$ cat src/rtl/tank_pkg.sv
// Shared types and geometry for the tank damage controller.
package tank_pkg;

  typedef enum logic [1:0] {
    ST_ALIVE     = 2'd0,
    ST_BOOM      = 2'd1,
    ST_RESPAWN   = 2'd2,
    ST_GAME_OVER = 2'd3
  } tank_state_t;

  localparam int TANK_SIZE   = 32;
  localparam int BULLET_SIZE = 4;
  localparam int SCREEN_W    = 640;
  localparam int SCREEN_H    = 480;

endpackage

$ cat src/rtl/box_overlap.sv
// Combinational bounding-box test between the tank square and one enemy bullet.
module box_overlap
  import tank_pkg::*;
(
  input  logic       active,
  input  logic [9:0] x_tank,
  input  logic [9:0] y_tank,
  input  logic [9:0] x_bullet,
  input  logic [9:0] y_bullet,
  output logic       hit
);

  localparam logic [10:0] TANK_EXT   = 11'(TANK_SIZE - 1);
  localparam logic [10:0] BULLET_EXT = 11'(BULLET_SIZE - 1);

  logic [10:0] xt, yt, xb, yb;

  // 11-bit operands so edges near the right/bottom of the 10-bit range cannot wrap
  assign xt = {1'b0, x_tank};
  assign yt = {1'b0, y_tank};
  assign xb = {1'b0, x_bullet};
  assign yb = {1'b0, y_bullet};

  assign hit = active
             && (xb <= xt + TANK_EXT) && (xb + BULLET_EXT >= xt)
             && (yb <= yt + TANK_EXT) && (yb + BULLET_EXT >= yt);

endmodule

$ cat src/rtl/tank_damage_ctrl.sv
// Player tank hit/explosion/respawn/lives controller, advanced on refresh_tick.
// Optional post-respawn immunity is built when TANK_INVULN_EN is defined.
//
//   state        | meaning
//   ST_ALIVE     | tank drivable, bullets checked for overlap
//   ST_BOOM      | explosion shown for BOOM_TICKS ticks
//   ST_RESPAWN   | one tick: pulse respawn, arm immunity
//   ST_GAME_OVER | no lives left, sticky until reset
module tank_damage_ctrl
  import tank_pkg::*;
#(
  parameter int NUM_ENEMY    = 2,
  parameter int LIVES_INIT   = 3,
  parameter int BOOM_TICKS   = 8,
  parameter int INVULN_TICKS = 120
) (
  input  logic                    clk_50MHz,
  input  logic                    reset,
  input  logic                    refresh_tick,
  input  logic [9:0]              x_tank,
  input  logic [9:0]              y_tank,
  input  logic [NUM_ENEMY*10-1:0] x_bullet,
  input  logic [NUM_ENEMY*10-1:0] y_bullet,
  input  logic [NUM_ENEMY-1:0]    bullet_active,
  output logic [NUM_ENEMY-1:0]    hit_ack,
  output logic                    tank_detroyed,
  output logic [1:0]              lives,
  output logic                    respawn,
  output logic                    invuln,
  output logic                    game_over
);

  localparam int BW = (BOOM_TICKS > 1) ? $clog2(BOOM_TICKS) : 1;
  localparam logic [BW-1:0] BOOM_LAST = BW'(BOOM_TICKS - 1);

  logic [NUM_ENEMY-1:0] overlap;

  for (genvar gi = 0; gi < NUM_ENEMY; gi++) begin : g_enemy
    box_overlap u_box (
      .active   (bullet_active[gi]),
      .x_tank   (x_tank),
      .y_tank   (y_tank),
      .x_bullet (x_bullet[10*gi +: 10]),
      .y_bullet (y_bullet[10*gi +: 10]),
      .hit      (overlap[gi])
    );
  end

  tank_state_t          state, state_nxt;
  logic [BW-1:0]        boom_cnt, boom_cnt_nxt;
  logic [1:0]           lives_nxt;
  logic [NUM_ENEMY-1:0] hit_ack_nxt;
  logic                 respawn_nxt;

  always_ff @(posedge clk_50MHz or negedge reset) begin
    if (!reset) begin
      state    <= ST_ALIVE;
      boom_cnt <= '0;
      lives    <= 2'(LIVES_INIT);
      hit_ack  <= '0;
      respawn  <= 1'b0;
    end else begin
      state    <= state_nxt;
      boom_cnt <= boom_cnt_nxt;
      lives    <= lives_nxt;
      hit_ack  <= hit_ack_nxt;
      respawn  <= respawn_nxt;
    end
  end

  always_comb begin
    state_nxt    = state;
    boom_cnt_nxt = boom_cnt;
    lives_nxt    = lives;
    hit_ack_nxt  = '0;
    respawn_nxt  = 1'b0;
    if (refresh_tick) begin
      case (state)
        ST_ALIVE: begin
          // every overlapping bullet is retired, but a volley costs one life
          if (|overlap) begin
            hit_ack_nxt = overlap;
            if (!invuln) begin
              state_nxt    = ST_BOOM;
              boom_cnt_nxt = '0;
              if (lives != 2'd0) lives_nxt = lives - 2'd1;
            end
          end
        end
        ST_BOOM: begin
          if (boom_cnt == BOOM_LAST)
            state_nxt = (lives == 2'd0) ? ST_GAME_OVER : ST_RESPAWN;
          else
            boom_cnt_nxt = boom_cnt + 1'b1;
        end
        ST_RESPAWN: begin
          respawn_nxt = 1'b1;
          state_nxt   = ST_ALIVE;
        end
        ST_GAME_OVER: state_nxt = ST_GAME_OVER;
        default:      state_nxt = ST_ALIVE;
      endcase
    end
  end

`ifdef TANK_INVULN_EN
  localparam int IW = $clog2(INVULN_TICKS + 1);
  logic [IW-1:0] invuln_cnt;

  always_ff @(posedge clk_50MHz or negedge reset) begin
    if (!reset)
      invuln_cnt <= '0;
    else if (refresh_tick) begin
      if (state == ST_RESPAWN)
        invuln_cnt <= IW'(INVULN_TICKS);
      else if (state == ST_ALIVE && invuln_cnt != '0)
        invuln_cnt <= invuln_cnt - 1'b1;
    end
  end

  assign invuln = (invuln_cnt != '0);
`else
  // immunity not built; the parameter stays on the interface and folds to 0
  assign invuln = (INVULN_TICKS < 0);
`endif

  assign tank_detroyed = (state == ST_BOOM) || (state == ST_GAME_OVER);
  assign game_over     = (state == ST_GAME_OVER);

endmodule

$ cat config.mk
export PLATFORM = sky130hd
export DESIGN_NAME = tank_damage_ctrl
export DESIGN_NICKNAME = d
export VERILOG_FILES = /design/src/rtl/tank_pkg.sv /design/src/rtl/box_overlap.sv /design/src/rtl/tank_damage_ctrl.sv
export SDC_FILE = /design/constraint.sdc
export NUM_CORES = 1
export LEC_CHECK = 0
export ABC_AREA = 0
export BUFFER_PORTS_ARGS = -buffer_cell sky130_fd_sc_hd__buf_2
export CORE_MARGIN = 5
export CORE_UTILIZATION = 52
export DETAILED_ROUTE_END_ITERATION = 8
export PLACE_DENSITY = 0.8
export RECOVER_POWER = 25
export SLEW_MARGIN = 0
export SYNTH_ARGS = -nofsm -noshare
export SYNTH_HDL_FRONTEND = slang
export SYNTH_SLANG_ARGS = --single-unit
$ cat constraint.sdc
create_clock -name clk_50MHz -period 1.5 [get_ports clk_50MHz]
set_clock_uncertainty 0.1 [all_clocks]
set_input_delay 0.225 -clock clk_50MHz [delete_from_list [all_inputs] [get_ports clk_50MHz]]
set_output_delay 0.225 -clock clk_50MHz [all_outputs]
set_load 0.01 [all_outputs]
## Word-level counts from Yosys, hierarchy flattened

Cells that the tools add are included.

| word-level totals | value |
|---|---|
| flip-flop bits (word level) | 10 |
| input bits | 65 |
| output and inout bits | 8 |
| word-level logic and storage cells | 57 |

| cells by class | value |
|---|---|
| add/subtract/negate cells | 8 |
| $lt $le $gt $ge | 8 |
| equal/unequal tests | 7 |
| multiplexer cells | 12 |
| reductions and logical operators | 17 |

Operator list:

| cell | count |
|---|---|
| $add A10 B2 Y11 const B | 4 |
| $ge A11 B10 Y1 | 4 |
| $le A10 B11 Y1 | 4 |
| $add A10 B5 Y11 const B | 2 |
| $mux W2 | 5 |
| $logic_and A1 B1 Y1 | 8 |
| $pmux W2 S4 | 1 |
| $reduce_and A4 Y1 | 2 |
| $mux W3 | 2 |
| $ne A2 B2 Y1 const B | 3 |
| $pmux W3 S2 | 1 |
| $eq A2 B2 Y1 const B | 2 |
| $logic_not A2 Y1 | 2 |
| $reduce_bool A2 Y1 | 2 |
| $add A3 B1 Y3 const B | 1 |
| $eq A3 B3 Y1 const B | 1 |
| $mux W1 | 3 |
| $reduce_and A3 Y1 | 1 |
| $eq A2 B1 Y1 const B | 1 |
| $reduce_or A2 Y1 | 1 |
| $sub A2 B1 Y2 const B | 1 |
| $logic_or A1 B1 Y1 | 1 |

## Depth between registers and ports, before layout

| logic depth | value |
|---|---|
| word-level depth | 10 |
| gate-level depth with buffers | 15 |
| mapped depth without buffers | 15 |

## Hierarchy

Synthesis repeated with hierarchy kept, for this count alone.

| unflattened totals | value |
|---|---|
| cells, all modules | 463 |
| area total of the unflattened synthesis | 3589.7 um^2 |

By module, submodules not included:

| module | instances | cells an instance | area an instance (um^2) |
|---|---|---|---|
| box_overlap (g_enemy[1].u_box) | 1 | 212 | 1551.5 |
| box_overlap (g_enemy[0].u_box) | 1 | 208 | 1532.7 |
| tank_damage_ctrl | 1 | 43 | 505.5 |

## Worst setup path before layout

OpenSTA, ideal clock, no wires.

| path | value |
|---|---|
| kind | input -> register |
| start | in y_tank[0] |
| end | reg boom_cnt[0] |
| arrival | 2.675 ns |
| required time | 1.275 ns |
| slack | -1.400 ns |
| stages on the path | 14 |
| path buffers | 0 |
| cell sequence | inv_1 ha_1 nand2_1 o21ai_0 or3_1 xnor2_1 ha_1 nand3_1 o21ba_2 a21bo_2 nor4bb_1 o31a_4 or2_4 o21ai_2 |

| on the way | value |
|---|---|
| longest elaborated chain between the ends | 7 |
| elaborated cells on any way between the ends | 12 |
| classes of those cells | 1 x add/sub; 4 x order compare; 1 x eq/ne; 6 x reduce/logical |

Ends and longest elaborated chain:

| element | RTL line | RTL |
|---|---|---|
| start, declared | tank_damage_ctrl.sv:21 | `input logic [9:0] y_tank,` |
| $add A10 B5 Y11 | box_overlap.sv:26 | `&& (yb <= yt + TANK_EXT) && (yb + BULLET_EXT >= yt);` |
| $le A10 B11 Y1 | box_overlap.sv:26 |  |
| $logic_and A1 B1 Y1 (2 in a row) | box_overlap.sv:26 |  |
| $reduce_or A2 Y1 * | tank_damage_ctrl.sv:81 | `if (\|overlap) begin` |
| $ne A2 B2 Y1 (no line) * | n/a |  |
| $reduce_and A4 Y1 (no line) * | n/a |  |
| end signal, assigned | tank_damage_ctrl.sv:64 | `boom_cnt <= boom_cnt_nxt;` |
| end, declared | tank_damage_ctrl.sv:50 | `logic [BW-1:0] boom_cnt, boom_cnt_nxt;` |

Mark *: on every way between the ends. The rest lies on a longest branch, timed or not.
A chain may end at the register's enable or synchronous reset.

## Worst setup path in the final report

| path | value |
|---|---|
| start | in y_bullet[11] |
| end | reg state[0] |

| on the way | value |
|---|---|
| longest elaborated chain between the ends | 6 |
| elaborated cells on any way between the ends | 8 |
| classes of those cells | 1 x add/sub; 2 x order compare; 1 x eq/ne; 4 x reduce/logical |

Ends and longest elaborated chain:

| element | RTL line | RTL |
|---|---|---|
| start, declared | tank_damage_ctrl.sv:23 | `input logic [NUM_ENEMY*10-1:0] y_bullet,` |
| $add A10 B2 Y11 or $le A10 B11 Y1 (tied branches) | box_overlap.sv:26 |  |
| $ge A11 B10 Y1 or $logic_and A1 B1 Y1 (tied branches) | box_overlap.sv:26 |  |
| $logic_and A1 B1 Y1 * | box_overlap.sv:26 |  |
| $reduce_or A2 Y1 * | tank_damage_ctrl.sv:81 |  |
| $ne A2 B2 Y1 (no line) * | n/a |  |
| $reduce_and A3 Y1 (no line) * | n/a |  |
| end signal, assigned | tank_damage_ctrl.sv:63 | `state <= state_nxt;` |
| end, declared | tank_damage_ctrl.sv:49 | `tank_state_t state, state_nxt;` |

Marked as above.

==> impl_metrics.csv <==
group,metric,value,unit
finish,antennaDiodeCount,0,
logic_synthesis,ys_types,65,
place,place_area,4980,µm²
clock_tree,root_buffer,"clkbuf_8",
status,outcome,"finished with violations",
power,seqPwrFrac,0.145,
sta,period_needed,2.89,ns
min_path,hold_depth,2,
finish,final_layout_size_suffix_gt1_frac,0.440,
worst_setup_path,worst_setup_path_end_kind,"flop",
finish,final_area,5370,µm²
floorplanning,io_pins,73,
worst_setup_path,required,1.52,ns
worst_setup_path,worstRegToRegCells,6,
sta,setup_ws,-1.39,ns
sta,rsz0062_at_grt,"yes",
power,p_int,1.89,mW
sta,relSlewSlack,0.597,
finish,nets,787,
sta,tightest_slew,0.601,ns
sta,setup_tns,-10.70,ns
min_path,hold_end,"state[1]",
worst_setup_path,reg2reg_from,"boom_cnt[0]",
sta,finalMaxSlewViolations,0,
floorplanning,start_util,0.540,
logic_synthesis,synthArstFlopShare,1.00,
routing,routed_wl,13.7,mm
place,io_buffers,71,
routing,num_vias,4465,
routing,wl_met1,5.05,mm
routing,dr.first_iter.drc_count,297,
routing,wl_per_cell,19.1,µm
grt,grt_overflow_total,0,
clock_tree,htreeDepth,1,
grt,grt_max_degree,11,
routing,first_pass_iters,5,
routing,drcViolationCount,0,
sta,setup_viol,8,
place,dp_hpwl,9.94,mm
worst_setup_path,crit_type,"in2reg",
routing,wl_met3,1.25,mm
power,clkPwrFrac,0.104,
sta,fin_crit_sh,1.93,
worst_setup_path,critPathMaxFanout,4,
clock_tree,cts.sinks,10,
worst_setup_path,regToRegSetupSlack,-0.09,ns
grt,grt_pass1_wl,21.5,mm
floorplanning,core_area,6390,µm²
min_path,holdCritStartpoint,"refresh_tick",
floorplanning,die_h,91.4,µm
min_path,holdCritPathClass,"in2reg",
run,maxCapViolCount,0,
worst_setup_path,critPathArrivalTime,2.91,ns
logic_synthesis,ys_ff_latch,10,
floorplanning,row_count,29,
logic_synthesis,synth_edf_count,0,
clock_tree,cts_tree,"done",
logic_synthesis,avgSynthCellArea,8.06,µm²
sta,hold_violations,0,
grt,antenna_found_initial,0,
worst_setup_path,cp_slowest_cell,"or2_4",
worst_setup_path,critPathMaxStageDelay,0.30,ns
worst_setup_path,r2r_end,"boom_cnt[0]",
clock_tree,clock_latency,0.24,ns
logic_synthesis,ys_seq_area_frac,0.0733,
place,place_congestion,0.936,
finish,final_cell_mix,"buf_4 (141), ha_1 (75), buf_2 (68), xnor2_1 (36), inv_1 (34)",
routing,ant_nets,0,
power,p_switching,1.41,mW
logic_synthesis,ys.flop_type,"dfrtp_1",
power,ir_drop,0.996,mV
finish,final_common_cell,"buf_4",
logic_synthesis,syn_area,3450,µm²
worst_setup_path,worstPathCellList,"buf_2 -> inv_1 -> ha_1 -> and4b_1 -> nand4_1 -> xnor2_1 -> ha_1 -> a21o_1 -> a21oi_1 -> o21ai_0 -> a41oi_1 -> nor4bb_2 -> o211a_1 -> or2_4 -> o2bb2ai_2",
worst_setup_path,cp_common_cell,"ha_1",
clock_tree,numCtsBuffers,3,
floorplanning,die_x,91.4,µm
finish,nFillCells,349,
logic_synthesis,syn_nets,576,
routing,routed_via_density,6.24,
grt,first_global_vias,4652,
grt,grt_usage,0.307,
clock_tree,cts.path.max_buffers,2,
finish,layout-area-overhead-vs-synth,55.7,%
power,switching_share,0.428,
logic_synthesis,synth_cells,428,
sta,fmax,346,MHz
routing,wl_met2,6.51,mm
status,violations,"negative setup slack",
power,powerDensity,615,nW/µm²
power,leakagePower,2.77,nW
logic_synthesis,synth_warnings,0,
worst_setup_path,cp-start-kind,"input pin",
floorplanning,design.die.area,8360,µm²
power,power_frac_comb,0.751,
clock_tree,clkTransAtPathRegs,0.05,ns
routing,top_layer,"met4",
-- cell families (layout without fill, tap and decap cells) --
| group | Yosys count | count (layout) | synth area share |
|---|---|---|---|
| mux | 3 | 3 | 0.00907 |
| other cells | 1 | 1 | 0.00109 |
| compound gates | 116 | 116 | 0.239 |
| flops | 10 | 10 | 0.0733 |
| buf+inv | 50 | 260 | 0.0569 |
| fa+ha+maj | 84 | 84 | 0.304 |
| simple gates | 111 | 111 | 0.174 |
| xor+xnor | 53 | 53 | 0.143 |
-- through the flow --
step                      std cells  power [mW]  worst slack (ns)   util  hold slack [ns]
after floorplan                 428        1.75             -1.19      -           -0.171
after global placement          703        2.57             -1.47  0.780          -0.0145
after detailed placement        703        2.69             -1.61  0.780         -0.00606
after CTS                       715        3.16             -1.19  0.828            0.102
after global routing            715        3.61             -1.51  0.841            0.123
final                           715        3.30             -1.39  0.841            0.107
-- worst max path at each step --
stage / startpoint / endpoint / slack [ns]
3_3_place_gp: y_tank[1] / state[0] / -1.47
3_5_place_dp: y_tank[1] / state[0] / -1.61
6_report: y_bullet[11] / state[0] / -1.39
2_1_floorplan: y_tank[1] / state[0] / -1.19
4_1_cts: y_tank[1] / boom_cnt[1] / -1.19
5_1_grt: y_bullet[10] / state[0] / -1.51
-- critical path, delay by kind of cell --
| kind | cells | cell delay [ns] |
|---|---|---|
| adder cells (fa/ha/maj) | 2 | 0.48 |
| XOR/XNOR | 1 | 0.26 |
| AND/OR/NAND/NOR | 4 | 0.83 |
| buffers and inverters | 2 | 0.15 |
| AO/OA/AOI/OAI | 6 | 0.96 |
-- timing repair --
action,4_1_cts,5_1_grt
gates resized for setup,37,15
setup buffers,7,0
hold endpoints to repair,10,0
pin swaps,28,13
endpoints found under the setup margin,8,9
hold buffers,1,0
-- layer usage --
metal	up-vias	global-route usage
met5	-	0
met4	0	0.154
met3	105	0.0702
met2	294	0.523
met1	2056	0.357
li1	2010	-
-- sequential cells by signal, summed over array words and instances (netlist names) --
| name | count |
|---|---|
| boom_cnt | 3 |
| hit_ack | 2 |
| lives | 2 |
| state | 2 |
| respawn | 1 |
-- final cells by class --
type / count / area, µm² / area share
Clock buffer: 4 / 55.1 / 0.0102
Inverter: 40 / 170 / 0.0317
Multi-Input combinational cell: 368 / 3310 / 0.616
Sequential cell: 10 / 253 / 0.0471
Tap cell: 77 / 96.3 / 0.0179
Timing Repair Buffer: 216 / 1490 / 0.277
-- cell usage after synthesis, drive strengths merged (2+ instances only) --
cell type  instances  area share
a2111oi            2       0.011
a211oi             5       0.011
a21o              13       0.028
a21oi             31       0.045
a22o               3      0.0076
a22oi              3      0.0065
a311oi             3      0.0076
a31oi              3      0.0054
a41oi              2      0.0051
and2               4      0.0073
and3               9       0.018
and4               3      0.0076
buf                5      0.0080
clkbuf             5      0.0054
dfrtp              8       0.058
dfstp              2       0.015
ha                83        0.30
inv               40       0.044
mux2i              2      0.0058
nand2             28       0.030
nand2b             5      0.0091
nand3             12       0.019
nand4             11       0.020
nor2              16       0.017
nor2b              4      0.0073
nor3               8       0.013
nor3b              2      0.0044
nor4               2      0.0036
nor4bb             2      0.0058
o2111ai            6       0.015
o211ai             6       0.013
o21ai             22       0.036
o31ai              2      0.0044
or2                2      0.0044
xnor2             38       0.096
xnor3              2       0.013
xor2              13       0.033
-- power by group through the flow --
stage / sequential, mW / combinational [mW] / clock [mW]
6_report: 0.480 / 2.48 / 0.343
5_1_grt: 0.499 / 2.74 / 0.370
4_1_cts: 0.478 / 2.33 / 0.345
3_5_place_dp: 0.479 / 2.21 / 0
3_3_place_gp: 0.476 / 2.09 / 0
2_1_floorplan: 0.494 / 1.26 / 0
Power figures use the tool's default switching activity.
